File: src/rtl/muldiv_sequencer_if.sv
// Request/response bundle between the EX stage and the mul/div sequencer.
interface muldiv_sequencer_if #(
  parameter int DATA_W = 32
);
  logic              op_valid;
  logic [1:0]        op_code;
  logic [DATA_W-1:0] op_a;
  logic [DATA_W-1:0] op_b;
  logic              rd_req;
  logic              stall;
  logic              busy;
  logic              done;
  logic              div_zero;
  logic [DATA_W-1:0] hi;
  logic [DATA_W-1:0] lo;

  modport master (
    output op_valid, op_code, op_a, op_b, rd_req,
    input  stall, busy, done, div_zero, hi, lo
  );

  modport slave (
    input  op_valid, op_code, op_a, op_b, rd_req,
    output stall, busy, done, div_zero, hi, lo
  );
endinterface

File: src/rtl/muldiv_sequencer.sv
// MULT/MULTU/DIV/DIVU sequencer (radix-2 shift-add / restoring divide) owning HI/LO.
// Optional build macro MULDIV_EARLY_OUT_EN: early multiply finish and immediate divide-by-zero.
module muldiv_sequencer #(
  parameter int DATA_W = 32,
  parameter int CNT_W  = 6
) (
  input  logic              clk,
  input  logic              rst,
  muldiv_sequencer_if.slave bus
);
  typedef enum logic [1:0] {IDLE = 2'd0, MUL = 2'd1, DIV = 2'd2, FIX = 2'd3} state_t;

  state_t              state;
  logic [CNT_W-1:0]    cnt;
  logic                busy_r;
  logic                done_r;
  logic                dz_r;
  logic [DATA_W-1:0]   hi_r;
  logic [DATA_W-1:0]   lo_r;

  logic [2*DATA_W-1:0] mcand;
  logic [2*DATA_W-1:0] prod;
  logic [DATA_W-1:0]   mplier;
  logic [DATA_W-1:0]   quo;
  logic [DATA_W-1:0]   rem;
  logic [DATA_W-1:0]   raw_a;
  logic                neg_lo;
  logic                neg_hi;
  logic                is_div;
  logic                by_zero;

  logic                op_signed;
  logic                a_neg;
  logic                b_neg;
  logic [DATA_W:0]     trial;
  logic                last_iter;
  logic                mul_exhausted;
  logic [2*DATA_W-1:0] prod_fix;

  function automatic logic [DATA_W-1:0] cond_neg_w(input logic signed [DATA_W-1:0] v,
                                                  input logic neg);
    return neg ? DATA_W'(-v) : DATA_W'(v);
  endfunction

  function automatic logic [2*DATA_W-1:0] cond_neg_2w(input logic [2*DATA_W-1:0] v,
                                                     input logic neg);
    return neg ? -v : v;
  endfunction

  assign op_signed = ~bus.op_code[0];
  assign a_neg     = op_signed & bus.op_a[DATA_W-1];
  assign b_neg     = op_signed & bus.op_b[DATA_W-1];
  // Partial remainder with the next dividend bit shifted in, minus divisor; MSB set means restore.
  assign trial     = {rem, quo[DATA_W-1]} - {1'b0, mplier};
  assign last_iter = (cnt == CNT_W'(DATA_W - 1));
  assign prod_fix  = cond_neg_2w(prod, neg_lo);

`ifdef MULDIV_EARLY_OUT_EN
  assign mul_exhausted = (mplier[DATA_W-1:1] == '0);
`else
  assign mul_exhausted = 1'b0;
`endif

  always_ff @(posedge clk) begin
    if (rst) begin
      state  <= IDLE;
      cnt    <= '0;
      busy_r <= 1'b0;
      done_r <= 1'b0;
      dz_r   <= 1'b0;
      hi_r   <= '0;
      lo_r   <= '0;
    end else begin
      done_r <= 1'b0;
      dz_r   <= 1'b0;
      case (state)
        IDLE: begin
          if (bus.op_valid) begin
            mcand   <= {{DATA_W{1'b0}}, cond_neg_w(bus.op_a, a_neg)};
            prod    <= '0;
            mplier  <= cond_neg_w(bus.op_b, b_neg);
            quo     <= cond_neg_w(bus.op_a, a_neg);
            rem     <= '0;
            raw_a   <= bus.op_a;
            is_div  <= bus.op_code[1];
            by_zero <= (bus.op_b == '0);
            neg_lo  <= a_neg ^ b_neg;
            neg_hi  <= bus.op_code[1] ? a_neg : (a_neg ^ b_neg);
            cnt     <= '0;
            busy_r  <= 1'b1;
`ifdef MULDIV_EARLY_OUT_EN
            if (bus.op_code[1] && (bus.op_b == '0)) state <= FIX;
            else                                   state <= bus.op_code[1] ? DIV : MUL;
`else
            state   <= bus.op_code[1] ? DIV : MUL;
`endif
          end
        end
        MUL: begin
          prod   <= prod + (mplier[0] ? mcand : '0);
          mcand  <= mcand << 1;
          mplier <= mplier >> 1;
          cnt    <= cnt + CNT_W'(1);
          if (last_iter || mul_exhausted) state <= FIX;
        end
        DIV: begin
          if (!trial[DATA_W]) begin
            rem <= trial[DATA_W-1:0];
            quo <= {quo[DATA_W-2:0], 1'b1};
          end else begin
            rem <= {rem[DATA_W-2:0], quo[DATA_W-1]};
            quo <= {quo[DATA_W-2:0], 1'b0};
          end
          cnt <= cnt + CNT_W'(1);
          if (last_iter) state <= FIX;
        end
        FIX: begin
          if (is_div) begin
            if (by_zero) begin
              lo_r <= '1;
              hi_r <= raw_a;
            end else begin
              lo_r <= cond_neg_w(quo, neg_lo);
              hi_r <= cond_neg_w(rem, neg_hi);
            end
          end else begin
            hi_r <= prod_fix[2*DATA_W-1:DATA_W];
            lo_r <= prod_fix[DATA_W-1:0];
          end
          done_r <= 1'b1;
          dz_r   <= is_div & by_zero;
          busy_r <= 1'b0;
          state  <= IDLE;
        end
        default: state <= IDLE;
      endcase
    end
  end

  assign bus.stall    = busy_r & (bus.op_valid | bus.rd_req);
  assign bus.busy     = busy_r;
  assign bus.done     = done_r;
  assign bus.div_zero = dz_r;
  assign bus.hi       = hi_r;
  assign bus.lo       = lo_r;
endmodule

File: src/flat_wrapper.sv
// flat-port wrapper written by rule: the top's interface ports become plain ports
module muldiv_sequencer_flat 
#(
  parameter int DATA_W = 32,
  parameter int CNT_W  = 6
)
  (clk, rst, bus_op_valid, bus_op_code, bus_op_a, bus_op_b, bus_rd_req, bus_stall, bus_busy, bus_done, bus_div_zero, bus_hi, bus_lo);
  muldiv_sequencer_if #(.DATA_W(DATA_W)) bus_i ();
  input  logic clk;
  input  logic rst;
  input wire logic [$bits(bus_i.op_valid)-1:0] bus_op_valid;
  input wire logic [$bits(bus_i.op_code)-1:0] bus_op_code;
  input wire logic [$bits(bus_i.op_a)-1:0] bus_op_a;
  input wire logic [$bits(bus_i.op_b)-1:0] bus_op_b;
  input wire logic [$bits(bus_i.rd_req)-1:0] bus_rd_req;
  output wire logic [$bits(bus_i.stall)-1:0] bus_stall;
  output wire logic [$bits(bus_i.busy)-1:0] bus_busy;
  output wire logic [$bits(bus_i.done)-1:0] bus_done;
  output wire logic [$bits(bus_i.div_zero)-1:0] bus_div_zero;
  output wire logic [$bits(bus_i.hi)-1:0] bus_hi;
  output wire logic [$bits(bus_i.lo)-1:0] bus_lo;
  assign bus_i.op_valid = bus_op_valid;
  assign bus_i.op_code = bus_op_code;
  assign bus_i.op_a = bus_op_a;
  assign bus_i.op_b = bus_op_b;
  assign bus_i.rd_req = bus_rd_req;
  assign bus_stall = bus_i.stall;
  assign bus_busy = bus_i.busy;
  assign bus_done = bus_i.done;
  assign bus_div_zero = bus_i.div_zero;
  assign bus_hi = bus_i.hi;
  assign bus_lo = bus_i.lo;
  muldiv_sequencer #(.DATA_W(DATA_W), .CNT_W(CNT_W)) u_core (.clk(clk), .rst(rst), .bus(bus_i));
endmodule
File: config.mk
export PLATFORM = sky130hd
export DESIGN_NAME = muldiv_sequencer_flat
export DESIGN_NICKNAME = d
export VERILOG_FILES = /design/src/rtl/muldiv_sequencer_if.sv /design/src/rtl/muldiv_sequencer.sv /design/src/flat_wrapper.sv
export SDC_FILE = /design/constraint.sdc
export NUM_CORES = 1
export LEC_CHECK = 0
export CAP_MARGIN = 0
export CORE_MARGIN = 10
export CORE_UTILIZATION = 45
export DETAILED_ROUTE_END_ITERATION = 12
export PLACE_DENSITY = 0.66
export SYNTH_ARGS = -nofsm -noshare
export SYNTH_HDL_FRONTEND = slang
export SYNTH_SLANG_ARGS = --single-unit
export TNS_END_PERCENT = 10
File: constraint.sdc
create_clock -name clk -period 14 [get_ports clk]
set_input_delay 2.8 -clock clk [delete_from_list [all_inputs] [get_ports clk]]
set_output_delay 2.8 -clock clk [all_outputs]
set_load 0.05 [all_outputs]
==> reports/metrics.cfg, run 1 <==
[synthesis]
synth_edf_count=260
ys_types=81
synth_area_um2=23700
syn_area_per_cell_um2=9.08
syn_inst=2606
yosys_warnings=0
async_reset_ff_share_pct=0
synth_flop_cell=edfxtp_1
ys_seq_area_share_pct=39.3
synth_nets=2783
yosys_register_bits=335

[global_routing]
grt_pass1_vias=19600
grt_pass1_wl_um=117000
grt_antenna_before_repair=4
track_usage_pct=23.5
overflow=0
grt_start_max_net_pins=76

[timing]
setup_viol=0
maxSlewHeadroom_pct=15.3
finalCritPeriodShare_pct=50.8
fin_crit_ns=7.11
max_freq_ghz=0.141
drv_slew=0
tightest_slew_ns=1.27
fin_skew_ns=0.0258
hold_viol_final=0
fin_tns_setup_ns=0
rsz0062_at_grt=no

[critical_path]
required_ns=11.20
reg2reg_depth=12
arrival_ns=4.31
cp_max_fo=4
critPathLaunchType=input pin
end_kind=output pin
path_class=input pin to output pin

[detailed_routing]
wl_per_cell_um=22.4
routed_wl_um=75900
vias=20700
drtPass1Iterations=5
drt_iter0_markers=2082
drc=0
ant_nets=0
viasPerCell=6.09

[power_and_ir_drop]
leakagePower_nw=9.89
p_total_mw=4.68
p_per_area_nw_per_um2=173
ir_drop_uv=120

[clock_tree]
insertion_delay_ns=0.60
cts-root-buf=clkbuf_16
post-cts-setup-buffer-count=0
cts_tree=built
cts_hold_buf=0
max-clock-path-buffers=3
cts_resized=0
cts_buffers=41
htree_levels=2
clock_sinks=335
clkTransAtPathRegs_ns=0.06

[final_layout]
drive_above_1_share_pct=6.85
layout-area-overhead-vs-synth_pct=14.4
final_core_util_pct=52.4
fin_nets=2859
diodes=0
fillers=4656
final_common_cell=edfxtp_1
final_cell_mix=edfxtp_1, nand2_1, nor2_1

[floorplanning]
io_pins=138
dieHeight_um=249
fp.dieW_um=249
die_area_um2=62200
fp-row-count=83
initial_core_util_pct=45.8
core_um2=51700

[min_path]
hold_class=flop to flop
whs_path_depth=2

[placed_design]
dp_hpwl_um=56100
port_buffers=137
routabilityCongestion=0.956

[status]
status=finished clean

[run]
drv_cap=0

[final timing paths]
path	end	slack (ns)	from
hold reg to reg	u_core.bus.lo[26]	0.45	u_core.bus.lo[26]
setup reg to reg	u_core.prod[45]	9.31	u_core.mplier[0]
setup / recovery	bus_stall	6.89	bus_op_valid
hold / removal	u_core.bus.lo[26]	0.45	u_core.bus.lo[26]
[sequential cells by signal, indices dropped and copies added (netlist names)]
register,flops
u_core.bus.hi,32
u_core.state,2
u_core.neg_lo,1
u_core.bus.div_zero,1
u_core.by_zero,1
u_core.rem,32
u_core.prod,64
u_core.bus.done,1
u_core.quo,32
u_core.mcand,64
u_core.cnt,6
u_core.bus.lo,32
u_core.mplier,32
u_core.raw_a,32
u_core.bus.busy,1
u_core.neg_hi,1
u_core.is_div,1
[cell type report]
cell class | count | area [um^2] | area share [%]
timing repair buffer | 156 | 1510 | 5.57
multi-input combinational | 2056 | 13600 | 50.2
sequential | 335 | 9310 | 34.4
inverter | 92 | 345 | 1.27
clock inverter | 26 | 349 | 1.29
clock buffer | 50 | 1120 | 4.14
tap | 680 | 851 | 3.14
[kinds of logic after synthesis]
logic type	Yosys count	synth area share, %
simple gates	897	18.8
mux	103	4.67
compound gates	700	18.9
flops	335	39.3
buf+inv	215	3.43
fa+ha+maj	107	5.72
xor+xnor	249	9.21
[report_power, final]
group / switching (mW) / internal [mW] / leakage [nW] / total [mW]
combinational: 1.22 / 0.726 / 6.11 / 1.95
clock: 0.466 / 0.721 / 0.726 / 1.19
sequential: 0.190 / 1.36 / 3.05 / 1.55
[per-layer routing]
layer	GRT usage, %	up-vias	part of all wire [%]
met2	36.8	809	45
met5	0	-	0.059
li1	-	9711	-
met4	6.51	6	2.3
met3	4.16	97	8.5
met1	32.5	10100	44
[stage by stage]
step | cell area, um^2 | std cells | setup slack [ns] | hold slack (ns)
5_1_grt | 27100 | 3395 | 6.82 | 0.472
6_report | 27100 | 3395 | 6.89 | 0.447
3_5_place_dp | 25600 | 3319 | 6.90 | 0.442
3_3_place_gp | 25600 | 3319 | 6.91 | 0.437
2_1_floorplan | 23700 | 2606 | 2.20 | 0.474
4_1_cts | 27100 | 3395 | 6.90 | 0.450
[worst max-delay path: stages]
cell and delay (ns):
clkdlybuf4s50_1 0.53, nor2_1 0.07, nor2_1 0.09, clkdlybuf4s50_1 0.81
[synth_stat cells (5+ instances only)]
library cell | number | share of area (%)
buf_1 | 10 | 0.16
ha_1 | 105 | 5.6
nor2b_1 | 18 | 0.48
nand4_1 | 32 | 0.85
a211oi_1 | 29 | 0.92
o21ai_0 | 175 | 3.7
a21oi_1 | 189 | 4.0
nand3_1 | 56 | 1.2
nor4_1 | 26 | 0.69
nor2_1 | 227 | 3.6
and2_1 | 114 | 3.0
mux2i_1 | 44 | 1.9
nor3b_1 | 13 | 0.41
xnor2_1 | 151 | 5.6
a31oi_1 | 28 | 0.74
o211ai_1 | 22 | 0.70
edfxtp_1 | 260 | 33
o31a_1 | 5 | 0.19
nand2b_1 | 47 | 1.2
a21boi_0 | 9 | 0.29
xor2_1 | 98 | 3.6
o221ai_1 | 28 | 1.0
nand2_1 | 226 | 3.6
a21o_1 | 52 | 1.6
and3_1 | 16 | 0.42
clkbuf_1 | 109 | 1.7
o41ai_1 | 17 | 0.63
inv_1 | 90 | 1.4
or3_1 | 23 | 0.61
o21a_1 | 18 | 0.57
mux2_2 | 59 | 2.8
nor3_1 | 58 | 1.2
or2_2 | 13 | 0.34
o21bai_1 | 18 | 0.57
or4_1 | 10 | 0.32
dfxtp_1 | 75 | 6.3
o31ai_1 | 53 | 1.7
Power figures use the tool's default switching activity.
==> run 2: changes to the inputs <==
Clock period 14 ns to 6.9 ns, I/O delays scaled along.
==> run 2 against run 1 <==
Effect of this change: sequential share of layout area grew 0.23 points; highest routed layer unchanged; combinational power is 100% higher; hold slack got worse by 0.0053 ns; flip-flop and latch count unchanged; routed wire length is 0.86% lower; clock skew is 0.0015 ns lower; non-clock buffer count grew 3; register-to-register slack lost 7.0 ns; global-route usage decreased by 0.49 points; utilization decreased by 0.35 points; critical path depth up 8; setup slack got worse by 4.6 ns.
==> reports/metrics.cfg, run 2 (synthesis gave the netlist of run 1 again) <==
[status]
status=finished clean  ; unchanged

[final_layout]
final_core_util_pct=52.0  ; was 52.4%
fillers=4784  ; was 4656
reg_top3=u_core.mcand (64), u_core.prod (64)  ; unchanged
final_cell_mix=edfxtp_1, nand2_1, nor2_1  ; unchanged
layout-area-overhead-vs-synth_pct=13.7  ; was 14.4%
diodes=0  ; unchanged
final_common_cell=edfxtp_1  ; unchanged
drive_above_1_share_pct=6.55  ; was 6.85%
fin_nets=2862  ; was 2859

[detailed_routing]
routed_wl_um=75300  ; was 75900 um
drt_iter0_markers=1965  ; was 2082
vias=20500  ; was 20.7k
drtPass1Iterations=5  ; unchanged
drc=0  ; unchanged
ant_nets=0  ; unchanged
viasPerCell=6.02  ; was 6.09
wl_per_cell_um=22.2  ; was 22.4 um

[clock_tree]
cts_resized=0  ; unchanged
cts_buffers=41  ; unchanged
cts_hold_buf=0  ; unchanged
htree_levels=2  ; unchanged
post-cts-setup-buffer-count=0  ; unchanged
clock_sinks=335  ; unchanged
max-clock-path-buffers=3  ; unchanged
cts_tree=built  ; unchanged
cts-root-buf=clkbuf_16  ; unchanged
clkTransAtPathRegs_ns=0.06  ; about the same
insertion_delay_ns=0.59  ; was 0.60 ns

[timing]
finalCritPeriodShare_pct=66.1
maxSlewHeadroom_pct=18.2  ; was 15.3%
max_freq_ghz=0.219
fin_tns_setup_ns=0  ; unchanged
fin_skew_ns=0.0243  ; was 0.0258 ns
fin_crit_ns=4.56
tightest_slew_ns=1.23  ; was 1.27 ns
setup_viol=0  ; unchanged
drv_slew=0  ; unchanged
hold_viol_final=0  ; unchanged
rsz0062_at_grt=no  ; unchanged

[power_and_ir_drop]
p_sw_share_pct=40.8  ; was 40.1%
ir_drop_uv=231  ; was 120 uV
p_comb_share_pct=42.9  ; was 41.6%
p_int_mw=5.42  ; was 2.80 mW
p_seq_share_pct=34.4  ; was 33.1%
clock_power_share_pct=22.7  ; was 25.3%
p_per_area_nw_per_um2=340  ; was 173 nW/um^2
leakagePower_nw=9.80  ; was 9.89 nW
p_switching_mw=3.74  ; was 1.88 mW

[critical_path]
timing.reg2reg.setup_slack_ns=2.34  ; was 9.31 ns
reg2reg_depth=12  ; unchanged
arrival_ns=4.90  ; was 4.31 ns
cp_slowest_stage_delay_ns=0.69  ; was 0.81 ns
slowest_stage=edfxtp_1  ; was clkdlybuf4s50_1
required_ns=7.24  ; was 11.20 ns
crit_end=u_core.prod[52]  ; was bus_stall
path_class=flop to flop  ; was input pin to output pin
critPathMostFrequentCell=and2_1
end_kind=flop  ; was output pin
r2r_end=u_core.prod[52]  ; was u_core.prod[45]
startpoint=u_core.mplier[0]  ; was bus_op_valid
cp_max_fo=16  ; was 4
critPathLaunchType=flop  ; was input pin
rr_startpoint=u_core.mplier[0]  ; unchanged
critical_path.cell_chain=and2_1 > ha_1 > fa_1 > a21o_1 > a221oi_1 > o21ai_0 > o2111a_1 > or3_1 > a21oi_1 > o31ai_1 > xor2_1 > and2_1  ; was clkdlybuf4s50_1 > nor2_1 > nor2_1 > clkdlybuf4s50_1

[min_path]
hold_class=flop to flop  ; unchanged

[global_routing]
grt_pass1_wl_um=115000  ; was 117000 um
overflow=0  ; unchanged
track_usage_pct=23.0  ; was 23.5%
grt_start_max_net_pins=161  ; was 76
grt_pass1_vias=19300  ; was 19.6k
grt_antenna_before_repair=3  ; was 4

[run]
drv_cap=0  ; unchanged

[floorplanning]
io_pins=138  ; unchanged
fp.dieW_um=249  ; unchanged
fp-row-count=83  ; unchanged
initial_core_util_pct=45.8  ; unchanged
die_area_um2=62200  ; unchanged
dieHeight_um=249  ; unchanged
core_um2=51700  ; unchanged

[placed_design]
routabilityCongestion=0.924  ; was 0.956
port_buffers=137  ; unchanged
dp_hpwl_um=56300  ; was 56100 um

## run 2: area by class of cell
| cell class | count | area, um^2 | share of cell area (%) |
|---|---|---|---|
| Multi-Input combinational cell | 2056 | 13600 | 50.6 |
| Tap cell | 680 | 851 | 3.16 |
| Clock inverter | 10 | 65.1 | 0.242 |
| Inverter | 92 | 345 | 1.28 |
| Timing Repair Buffer | 159 | 1540 | 5.74 |
| Clock buffer | 65 | 1190 | 4.41 |
| Sequential cell | 335 | 9310 | 34.6 |
## run 2: how the worst min path moves through the flow
| stage | from | to | slack, ns | depth (start not counted) |
|---|---|---|---|---|
| global route | u_core.bus.lo[23] | u_core.bus.lo[23] | 0.47 | 2 |
| floorplan | u_core.cnt[5] | u_core.cnt[5] | 0.47 | 2 |
| finish | u_core.bus.lo[23] | u_core.bus.lo[23] | 0.44 | 2 |
| CTS | u_core.bus.lo[24] | u_core.bus.lo[24] | 0.45 | 2 |
| detailed placement | u_core.bus.lo[24] | u_core.bus.lo[24] | 0.44 | 2 |
| global placement | u_core.bus.lo[26] | u_core.bus.lo[26] | 0.43 | 2 |
## run 2: stage by stage
stage                     power, mW  instance area [um^2]  std cells  setup slack (ns)  hold slack, ns
after floorplan                5.94                 23700       2606             0.138           0.474
after global placement         6.99                 25700       3322              2.14           0.429
after detailed placement       7.05                 25700       3322              2.11           0.437
after CTS                      9.15                 26900       3397              2.36           0.447
after global routing           9.66                 26900       3397              2.19           0.469
final                          9.15                 26900       3397              2.34           0.441
## run 2: worst max-delay path, delay by kind of cell, from the launching register on
family / cells / cell delay (ns)
xor gates and xnor gates: 1 / 0.16
adders and majority gates: 2 / 0.65
DFF: 1 / 0.69
AOI/OAI and AO/OA: 6 / 1.92
and+or+nand+nor: 3 / 0.88
## run 2: power by group through the flow
stage | Sequential, mW | Combinational, mW | Clock, mW
floorplan | 3.21 | 2.73 | 0
global placement | 3.16 | 3.83 | 0
detailed placement | 3.17 | 3.88 | 0
CTS | 3.13 | 3.91 | 2.11
global route | 3.18 | 4.30 | 2.18
finish | 3.15 | 3.93 | 2.08
## run 2: metal layers
layer / vias to the layer above / global-route usage (%) / wire length [um]
li1: 9717 / - / -
met1: 9875 / 32.2 / 33700
met2: 764 / 35.7 / 33700
met3: 92 / 3.98 / 6100
met4: 4 / 6.27 / 1710
met5: - / 0 / 33
